File: config.mk
export PLATFORM = sky130hd
export DESIGN_NAME = bram_sync_tdp
export DESIGN_NICKNAME = d
export VERILOG_FILES = /design/src/rtl/bram_pkg.sv /design/src/rtl/bram_out_stage.sv /design/src/rtl/bram_sync_tdp.sv
export SDC_FILE = /design/constraint.sdc
export NUM_CORES = 1
export LEC_CHECK = 0
export CAP_MARGIN = 25
export CORE_MARGIN = 10
export CORE_UTILIZATION = 40
export DETAILED_ROUTE_END_ITERATION = 16
export PLACE_DENSITY_LB_ADDON = 0.25
export SYNTH_ARGS = -nofsm -noshare
export SYNTH_HDL_FRONTEND = slang
export SYNTH_SLANG_ARGS = --single-unit
File: constraint.sdc
create_clock -name clk -period 3 [get_ports clk]
set_clock_uncertainty 0.1 [all_clocks]
set_input_delay 0.6 -clock clk [delete_from_list [all_inputs] [get_ports clk]]
set_output_delay 0.6 -clock clk [all_outputs]
set_load 0.02 [all_outputs]
File: src/rtl/bram_pkg.sv
// Shared definitions for the true-dual-port block RAM: read-mode names and controller states.
package bram_pkg;

  // Read-mode selectors, wide enough for the longest name
  typedef logic [8*11-1:0] read_mode_t;

  localparam read_mode_t RM_READ_FIRST  = "READ_FIRST";
  localparam read_mode_t RM_WRITE_FIRST = "WRITE_FIRST";
  localparam read_mode_t RM_NO_CHANGE   = "NO_CHANGE";

  // Controller: CLEAR zero-fills the array, READY serves both ports
  typedef enum logic {
    CLEAR = 1'b0,
    READY = 1'b1
  } ctrl_state_t;

endpackage

File: src/rtl/bram_out_stage.sv
// Optional output pipeline stage for one RAM port: data + valid register or a wire.
module bram_out_stage #(
  parameter int DATA_WIDTH = 32,
  parameter bit OUTPUT_REG = 1'b0
) (
  input  logic                  clk,
  input  logic                  rst,
  input  logic [DATA_WIDTH-1:0] in_data,
  input  logic                  in_valid,
  output logic [DATA_WIDTH-1:0] out_data,
  output logic                  out_valid
);

  if (OUTPUT_REG) begin : g_reg
    logic [DATA_WIDTH-1:0] data_q;
    logic                  valid_q;

    // Extra stage; data only moves on a valid result so it holds otherwise
    always_ff @(posedge clk or posedge rst) begin
      if (rst) begin
        data_q  <= '0;
        valid_q <= 1'b0;
      end else begin
        valid_q <= in_valid;
        if (in_valid) data_q <= in_data;
      end
    end

    assign out_data  = data_q;
    assign out_valid = valid_q;
  end else begin : g_bypass
    logic unused_clk_rst;
    assign unused_clk_rst = clk ^ rst;
    assign out_data       = in_data;
    assign out_valid      = in_valid;
  end

endmodule

File: src/rtl/bram_sync_tdp.sv
// True-dual-port synchronous RAM with byte enables, selectable read mode,
// optional output register and a power-on zero-fill sequence.
module bram_sync_tdp
  import bram_pkg::*;
#(
  parameter int         DATA_WIDTH     = 32,
  parameter int         ADDR_WIDTH     = 4,
  parameter int         BYTE_WIDTH     = 8,
  parameter read_mode_t READ_MODE      = RM_READ_FIRST,
  parameter bit         OUTPUT_REG     = 1'b0,
  parameter bit         CLEAR_ON_RESET = 1'b1,
  localparam int        NB             = DATA_WIDTH / BYTE_WIDTH
) (
  input  logic                  clk,
  input  logic                  rst,
  output logic                  init_done,
  input  logic                  a_en,
  input  logic [NB-1:0]         a_we,
  input  logic [ADDR_WIDTH-1:0] a_addr,
  input  logic [DATA_WIDTH-1:0] a_din,
  output logic [DATA_WIDTH-1:0] a_dout,
  output logic                  a_valid,
  input  logic                  b_en,
  input  logic [NB-1:0]         b_we,
  input  logic [ADDR_WIDTH-1:0] b_addr,
  input  logic [DATA_WIDTH-1:0] b_din,
  output logic [DATA_WIDTH-1:0] b_dout,
  output logic                  b_valid,
  output logic                  collision
);

  localparam int DEPTH = 2 ** ADDR_WIDTH;
  localparam bit IS_WF = (READ_MODE == RM_WRITE_FIRST);
  localparam bit IS_NC = (READ_MODE == RM_NO_CHANGE);

  logic [DATA_WIDTH-1:0] mem [DEPTH];

  ctrl_state_t           state_q;
  logic [ADDR_WIDTH-1:0] clr_cnt_q;
  logic                  init_done_q;

  logic                  a_acc, b_acc, a_wr, b_wr, clear_we;
  logic [DATA_WIDTH-1:0] a_old, b_old, a_new, b_new;
  logic                  a_ret, b_ret;
  logic [DATA_WIDTH-1:0] a_d1_q, b_d1_q;
  logic                  a_v1_q, b_v1_q, collision_q;

  // Controller: walk the clear counter through every address, then go live
  always_ff @(posedge clk or posedge rst) begin
    if (rst) begin
      state_q     <= CLEAR;
      clr_cnt_q   <= '0;
      init_done_q <= 1'b0;
    end else begin
      unique case (state_q)
        CLEAR: begin
          if (!CLEAR_ON_RESET || clr_cnt_q == '1) begin
            state_q     <= READY;
            init_done_q <= 1'b1;
          end else begin
            clr_cnt_q <= clr_cnt_q + ADDR_WIDTH'(1);
          end
        end
        READY:   state_q <= READY;
        default: state_q <= CLEAR;
      endcase
    end
  end

  assign init_done = init_done_q;
  assign clear_we  = (state_q == CLEAR) && CLEAR_ON_RESET && !rst;
  assign a_acc     = (state_q == READY) && a_en;
  assign b_acc     = (state_q == READY) && b_en;
  assign a_wr      = |a_we;
  assign b_wr      = |b_we;

  // Array write: clear fill, then B lanes, then A lanes so A wins shared lanes
  always_ff @(posedge clk) begin
    if (clear_we) mem[clr_cnt_q] <= '0;
    for (int i = 0; i < NB; i++) begin
      if (b_acc && b_we[i]) mem[b_addr][i*BYTE_WIDTH +: BYTE_WIDTH] <= b_din[i*BYTE_WIDTH +: BYTE_WIDTH];
      if (a_acc && a_we[i]) mem[a_addr][i*BYTE_WIDTH +: BYTE_WIDTH] <= a_din[i*BYTE_WIDTH +: BYTE_WIDTH];
    end
  end

  // Old words and each port's own lane merge (the WRITE_FIRST return value)
  always_comb begin
    a_old = mem[a_addr];
    b_old = mem[b_addr];
    a_new = a_old;
    b_new = b_old;
    for (int i = 0; i < NB; i++) begin
      if (a_we[i]) a_new[i*BYTE_WIDTH +: BYTE_WIDTH] = a_din[i*BYTE_WIDTH +: BYTE_WIDTH];
      if (b_we[i]) b_new[i*BYTE_WIDTH +: BYTE_WIDTH] = b_din[i*BYTE_WIDTH +: BYTE_WIDTH];
    end
  end

  assign a_ret = a_acc && !(IS_NC && a_wr);
  assign b_ret = b_acc && !(IS_NC && b_wr);

  // First read stage and collision flag; data registers hold when nothing returns
  always_ff @(posedge clk or posedge rst) begin
    if (rst) begin
      a_d1_q      <= '0;
      b_d1_q      <= '0;
      a_v1_q      <= 1'b0;
      b_v1_q      <= 1'b0;
      collision_q <= 1'b0;
    end else begin
      a_v1_q      <= a_ret;
      b_v1_q      <= b_ret;
      collision_q <= a_acc && b_acc && (a_addr == b_addr) && (a_wr || b_wr);
      if (a_ret) a_d1_q <= (IS_WF && a_wr) ? a_new : a_old;
      if (b_ret) b_d1_q <= (IS_WF && b_wr) ? b_new : b_old;
    end
  end

  assign collision = collision_q;

  bram_out_stage #(
    .DATA_WIDTH(DATA_WIDTH),
    .OUTPUT_REG(OUTPUT_REG)
  ) u_out_a (
    .clk      (clk),
    .rst      (rst),
    .in_data  (a_d1_q),
    .in_valid (a_v1_q),
    .out_data (a_dout),
    .out_valid(a_valid)
  );

  bram_out_stage #(
    .DATA_WIDTH(DATA_WIDTH),
    .OUTPUT_REG(OUTPUT_REG)
  ) u_out_b (
    .clk      (clk),
    .rst      (rst),
    .in_data  (b_d1_q),
    .in_valid (b_v1_q),
    .out_data (b_dout),
    .out_valid(b_valid)
  );

endmodule

==> impl_metrics.yaml, run 1 <==
clock_tree:
  htreeDepth: 3
  hold_buffers: 0
  clock_sinks: 585
  cts.clk_slew.worst_paths_ns: 0.06
  clk-insertion-delay-late_ns: 0.62
  numCtsBuffers: 67
  clock_path_buffers: 3
  cts_root_buf: "clkbuf_16"
  cts_tree: "built"
placement:
  dp_hpwl_um: 85400
  gp_congestion: 0.911
  place_area_um2: 38900
  placed_cells: 3914
  io_buffers: 151
pwr:
  power.density_nw_per_um2: 496
  vdd_drop_max_mv: 0.351
  p_leak_nw: 16.2
  power_mw: 20.4
grt:
  gr-total-overflow: 0
  antenna_found_initial: 8
  grtUsageTotal_pct: 25.2
  grt_pass1_vias: 25762
  grt_pass1_wl_um: 182000
  grt_max_degree: 98
critical_path:
  slowest_delay_ns: 0.75
  cp_top_family: "buffers and inverters"
  cp_num_buf_inv: 3
  critical_path_class: "input pin to flop"
  crit_required_ns: 3.19
  crit_slowest_cell: "nor4b_2"
  worstSetupEndpointType: "flop"
  path_cells: "clkdlybuf4s50_1, nor4_2, nor4b_2, o21ai_0, buf_4, o21ai_0, buf_4"
  critPathLaunchType: "input pin"
  worst-path-max-fanout: 8
  reg2reg_slack_ns: 0.43
  arrival_ns: 3.06
timing:
  relSlewSlack_pct: 44.1
  rsz0062_at_grt: "false"
  final.min_clock_period_ns: 2.86
  setup_violations: 0
  tightest_slew_ns: 0.836
  finalSetupTns_ns: 0
  clock.fmax_ghz: 0.349
  slew_violations: 0
  final-hold-violation-count: 0
  fin_crit_sh_pct: 95.5
hold_path:
  hold_class: "flop to flop"
die:
  die_area_um2: 96900
  fp.dieH_um: 311
  fp.dieW_um: 311
  coreArea_um2: 83800
  initial_utilization_pct: 40.5
  rows: 106
  ios: 152
synthesis:
  ys.flop_type: "edfxtp_1"
  syn_nets: 2645
  yosysTopAreaCell: "edfxtp_1"
  yosys.cell_types.count: 57
  synth_edf_count: 512
  seq_area_frac_synth_pct: 50.7
  avgSynthCellArea_um2: 13.3
  synth_area_um2: 33900
  async_reset_ff_share_pct: 12.5
  synthTopCellsByArea: "edfxtp_1 45%, mux2_2 17%, mux2i_1 11%"
  synth_top_area_share_pct: 45.3
  ys_ff_latch: 585
  syn_inst: 2560
  yosysWarnings: 0
layout:
  multi_input_area_um2: 15500
  fin_util_pct: 49.1
  regArea_um2: 17200
  fill_cells: 7403
  finalNonFillerCells: 4037
  syn_to_final_growth_pct: 21.2
  final_area_um2: 41100
  nets: 2934
  insertedDiodeCount: 0
  final_layout_size_suffix_gt1_share_pct: 37.1
drt:
  dr.pass1.iters: 5
  drc_errors: 0
  drt_iter0_markers: 2846
  antenna_left: 0
  viasPerCell: 6.23
  vias: 25136
  avgRoutedWirePerCell_um: 31.3
  drt-total-wl_um: 126000
run:
  cap_violations: 0
run_status:
  status: "finished, final reports clean"
==> power by group <==
| group | internal [mW] | switching (mW) |
|---|---|---|
| clock network | 5.06 | 3.40 |
| logic | 1.22 | 1.58 |
| registers | 9.04 | 0.106 |
==> worst register-to-register path: cells and delay by family (launching register included) <==
family	cells	cell delay [ns]
AO/OA/AOI/OAI	2	0.52
buffers and inverters	2	0.46
flip-flops	1	0.39
AND/OR/NAND/NOR	2	0.77
==> repair_timing <==
action | in CTS | in global routing
gates resized for setup | 2 | 1
endpoints found under the setup margin | 8 | 8
buffers inserted | 0 | 0
==> layout make-up <==
| cell class | instances | share of cell area (%) |
|---|---|---|
| clock inverter | 24 | 0.596 |
| tap | 1134 | 3.45 |
| inverter | 5 | 0.0578 |
| multi-input combinational | 1716 | 37.8 |
| sequential | 585 | 41.8 |
| timing repair buffer | 474 | 11.4 |
| clock buffer | 99 | 4.87 |
==> state kept, by name, summed over array words and instances, names as in the netlist <==
| signal | count |
|---|---|
| mem | 512 |
| a_v1_q | 1 |
| b_d1_q | 32 |
| clr_cnt_q | 4 |
| a_d1_q | 32 |
| collision | 1 |
| init_done | 1 |
| b_v1_q | 1 |
| state_q | 1 |
==> cells in the mapped netlist, types with 4 or more instances <==
cell and n:
and3_1 25, nand4_1 57, clkbuf_1 133, buf_6 14
nand2_1 135, mux4_2 67, nand2_2 12, nor4b_1 4
dfrtp_1 73, mux2i_1 378, and2_1 4, a31oi_1 30
a21oi_1 37, edfxtp_1 512, nor2_2 20, a22oi_1 104
nand3_1 56, nor2b_1 9, o21ai_0 41, a32oi_1 8
buf_1 11, and3_2 9, clkbuf_2 11, o31ai_1 16
nor4_1 5, o22ai_1 78, buf_2 79, inv_1 5
mux2_2 513, nor2_1 67
==> cell families after synthesis <==
| group | count (synthesis) | share of synthesized area (%) |
|---|---|---|
| muxes | 958 | 32.6 |
| adders and majority gates | 1 | 0.0369 |
| buffers and inverters | 259 | 3.70 |
| AOI/OAI and AO/OA | 329 | 6.55 |
| xor gates and xnor gates | 6 | 0.155 |
| DFF | 585 | 50.7 |
| and+or+nand+nor | 422 | 6.26 |
==> worst paths after layout <==
| check | cells after the start | endpoint | from |
|---|---|---|---|
| setup / recovery | 7 | mem[5][20] | b_we[3] |
| hold / removal | 2 | b_d1_q[18] | b_d1_q[18] |
| setup reg to reg | 6 | mem[5][20] | state_q |
| hold reg to reg | 2 | b_d1_q[18] | b_d1_q[18] |
| max in group asynchronous | 4 | a_d1_q[21] | rst |
| min in group asynchronous | 4 | b_d1_q[6] | rst |
==> routing by layer <==
| metal | vias up | track usage [%] | share of wire, % |
|---|---|---|---|
| li1 | 10607 | - | - |
| met1 | 12708 | 32.8 | 40 |
| met2 | 1506 | 39.0 | 45 |
| met3 | 301 | 7.29 | 11 |
| met4 | 14 | 10.3 | 4.2 |
| met5 | - | 0 | 0.097 |
==> stage by stage <==
stage               setup WS (ns)  hold WS (ns)
finish                      0.136         0.386
detailed placement         -0.627         0.375
global route               0.0486         0.424
floorplan                  0.0119         0.436
CTS                        0.0513         0.391
global placement            -1.10         0.373
==> layout by cell type, fill, tap and decap left out, types with 4 or more instances in the layout <==
cell type	count
mux4_2	67
a21oi_1	37
clkbuf_1	18
nand3_1	56
buf_4	264
o21ai_0	40
a32oi_1	8
and3_2	10
clkinv_2	12
dfrtp_1	73
and3_1	24
mux2i_1	378
o22ai_1	78
clkbuf_8	8
clkdlybuf4s50_1	147
nor2_2	21
o31ai_1	16
bufinv_16	5
nand2_2	13
a22oi_1	104
clkbuf_16	73
nor4_1	4
nor2b_1	5
clkinv_1	5
nand2_1	134
nand4_1	57
nor2_1	65
mux2_2	513
a31oi_1	30
buf_12	60
edfxtp_1	512
Power figures use the tool's default switching activity.
==> run 2, diff against run 1 <==
--- a/config.mk
+++ b/config.mk
@@ -5,6 +5,7 @@
 export SDC_FILE = /design/constraint.sdc
 export NUM_CORES = 1
 export LEC_CHECK = 0
+export ABC_AREA = 0
 export CAP_MARGIN = 25
 export CORE_MARGIN = 10
 export CORE_UTILIZATION = 40
==> results of run 2 <==
No change in the layout: final DEF, timing and power equal those of run 1.
==> RTL change (config.mk and constraints of run 2) <==
Reset style: synchronous (`rst`), changed in 3 clocked blocks.
--- a/src/rtl/bram_out_stage.sv
+++ b/src/rtl/bram_out_stage.sv
@@ -17,5 +17,5 @@
 
     // Extra stage; data only moves on a valid result so it holds otherwise
-    always_ff @(posedge clk or posedge rst) begin
+    always_ff @(posedge clk) begin
       if (rst) begin
         data_q  <= '0;
--- a/src/rtl/bram_sync_tdp.sv
+++ b/src/rtl/bram_sync_tdp.sv
@@ -47,5 +47,5 @@
 
   // Controller: walk the clear counter through every address, then go live
-  always_ff @(posedge clk or posedge rst) begin
+  always_ff @(posedge clk) begin
     if (rst) begin
       state_q     <= CLEAR;
@@ -100,5 +100,5 @@
 
   // First read stage and collision flag; data registers hold when nothing returns
-  always_ff @(posedge clk or posedge rst) begin
+  always_ff @(posedge clk) begin
     if (rst) begin
       a_d1_q      <= '0;
Check against the original RTL: not settled (the Yosys comparison gave no result); the edit may change what the design does.
==> RTL change against run 2 <==
Area after synthesis is 1.4% lower. Routed wire length is 5.8% lower. Sequential cell count stayed put. Clock power is 0.7% higher. Worst setup slack worse by 0.038 ns. Non-clock buffer count is 24 higher. Register-to-register slack worse by 0.05 ns. First-iteration DRC count is 9.9% higher. Critical path depth is 1 higher. Power is 7.0% lower. Hold slack worse by 0.0067 ns. Final area is 0.46% higher. Critical path type unchanged. Highest routed layer is now met4.
==> RTL change: results (changes against run 2) <==
Critical path
  • Slowest CP cell: nor2_1 (was nor4b_2)
  • Worst EP arrival: 3.17 ns (was 3.06 ns)
  • Crit-path max FO: 13 (was 8)
  • Worst path max stage delay: 0.68 ns (was 0.75 ns)

Routing
  • Vias per cell: 6.31 (was 6.23)
  • 1st-iter DRT viols: 3128 (was 2846)
  • Post-Route WL: 119 mm (was 126 mm)
  • Total iterations of the first detailed-routing run: 9 (was 5)

Placed design
  • Routability cong.: 0.926 (was 0.911)
  • Area after DPL: 39100 um2 (was 38900 um2)
  • Pre-CTS WS: -0.473 ns (was -0.627 ns)
  • Placed cells: 3600 (was 3914)
  • Dpl hpwl: 84.3 mm (was 85.4 mm)

Global route
  • Vias in the first global route: 24200 (was 25800)
  • Initial antenna violation count: 0 (was 8)
  • First-pass GRT wire length: 171 mm (was 182 mm)
  • Largest net degree at the start of global routing: 65 (was 98)
  • GRT Util Overall: 24.4% (was 25.2%)

Synthesis
  • Synth warnings: 0 (unchanged)
  • Post-synth EDFFs: 512 (unchanged)
  • Synthesized instance count: 2256 (was 2560)
  • Synth top area cells: edfxtp_1, mux2_2, mux4_2, dfxtp_1, mux2i_1 (was edfxtp_1, mux2_2, mux2i_1, dfrtp_1, mux4_2)
  • Top cells by count, synth: mux2_2, edfxtp_1, mux4_2, clkbuf_1, dfxtp_1 (was mux2_2, edfxtp_1, mux2i_1, nand2_1, clkbuf_1)
  • Async S/R FF share, synth: 0% (was 12.5%)
  • Sequential fraction of the synthesis area: 50.3% (was 50.7%)
  • Distinct cells, synth: 59 (was 57)

Pwr
  • NetSw: 4.46 mW (was 5.09 mW)
  • Power Density: 459 nW/um2 (was 496 nW/um2)
  • Maximum VDD drop: 0.000380 V (was 0.000351 V)
  • Leakage power: 15.4 nW (was 16.2 nW)

Clock network
  • Post-CTS Resized: 0 (was 2)
  • Root buf cell: clkbuf_16 (unchanged)
  • Postcts setup bufs: 0 (unchanged)
  • Clock Latency Late Sink: 0.62 ns (about the same)
  • Max Root-Sink Buffers: 3 (unchanged)
  • Reg clk slew, reported paths: 0.06 ns (about the same)
  • H-tree levels: 3 (unchanged)
  • Clock buffer count from CTS: 67 (unchanged)

Final layout
  • Post-route insts no fill: 3727 (was 4037)
  • Nets: 2676 (was 2934)
  • Layout cells sized above 1: 50.1% (was 37.1%)
  • Fillers: 7093 (was 7403)

Outcome
  • Status: finished, final reports clean (unchanged)

STA
  • Worst Tran Pin Value: 0.910 ns (was 0.836 ns)
[RTL change: cell types whose count changed in the layout (fill, tap and decap cells not counted), moves of 31 or more]
cell,delta
o211ai_1,+31
mux4_2,+124
buf_12,+39
nand3_1,-47
and3_1,+39
mux2_2,+104
a22oi_1,-47
nand2_1,-69
mux2i_1,-320
dfrtp_1,-73
nor3_1,+34
dfxtp_1,+73
nand4_1,-55
o22ai_1,-60
[RTL change: worst max-delay path, delay by kind of cell]
kind / cells / cell delay (ns)
muxes: 1 / 0.27
buffers and inverters: 4 / 1.04
and+or+nand+nor: 3 / 1.23
[RTL change: metal layers]
| layer | GRT usage (%) | wire length, um | vias to the layer above |
|---|---|---|---|
| met5 | 0 | 0 | - |
| met4 | 9.12 | 4170 | 0 |
| met3 | 5.55 | 11500 | 232 |
| met2 | 38.8 | 55600 | 1366 |
| met1 | 32.4 | 47700 | 12100 |
| li1 | - | - | 9796 |
[RTL change: cell type report]
| class | instances | area (um2) | area share, % |
|---|---|---|---|
| Antenna cell | 1 | 2.50 | 0.00606 |
| Inverter | 2 | 7.51 | 0.0182 |
| Sequential cell | 585 | 16800 | 40.8 |
| Multi-Input combinational cell | 1437 | 15500 | 37.6 |
| Tap cell | 1080 | 1350 | 3.27 |
| Clock inverter | 32 | 375 | 0.909 |
| Timing Repair Buffer | 498 | 5350 | 13.0 |
| Clock buffer | 92 | 1860 | 4.50 |
[RTL change: cells by family (layout without fill, tap and decap cells)]
kind of cell	after synthesis	after routing	share of synthesized area [%]
xor gates and xnor gates	7	7	0.183
other	0	1	0
buffers and inverters	234	624	3.58
DFF	585	585	50.3
and+or+nand+nor	302	302	5.07
muxes	866	866	35.3
adders and majority gates	1	1	0.0374
AOI/OAI and AO/OA	261	261	5.48
[RTL change: final timing paths]
check	startpoint	endpoint	slack, ns	depth (start not counted)
max reg2reg	state_q$_SDFF_PP0_	mem[6][27]$_DFFE_PP_	0.38	7
min	b_d1_q[19]$_SDFFE_PP0N_	b_d1_q[19]$_SDFFE_PP0N_	0.38	2
max	a_addr[2]	mem[10][17]$_DFFE_PP_	0.1	8
min reg2reg	b_d1_q[19]$_SDFFE_PP0N_	b_d1_q[19]$_SDFFE_PP0N_	0.38	2
[RTL change: power by group through the flow]
| stage | registers, mW | logic [mW] | clock network, mW |
|---|---|---|---|
| 6_report | 8.89 | 1.58 | 8.52 |
| 5_1_grt | 8.89 | 1.63 | 8.90 |
| 4_1_cts | 8.88 | 1.55 | 8.61 |
| 3_5_place_dp | 9.06 | 1.54 | 0 |
| 3_3_place_gp | 9.05 | 1.53 | 0 |
| 2_1_floorplan | 9.03 | 0.835 | 0 |
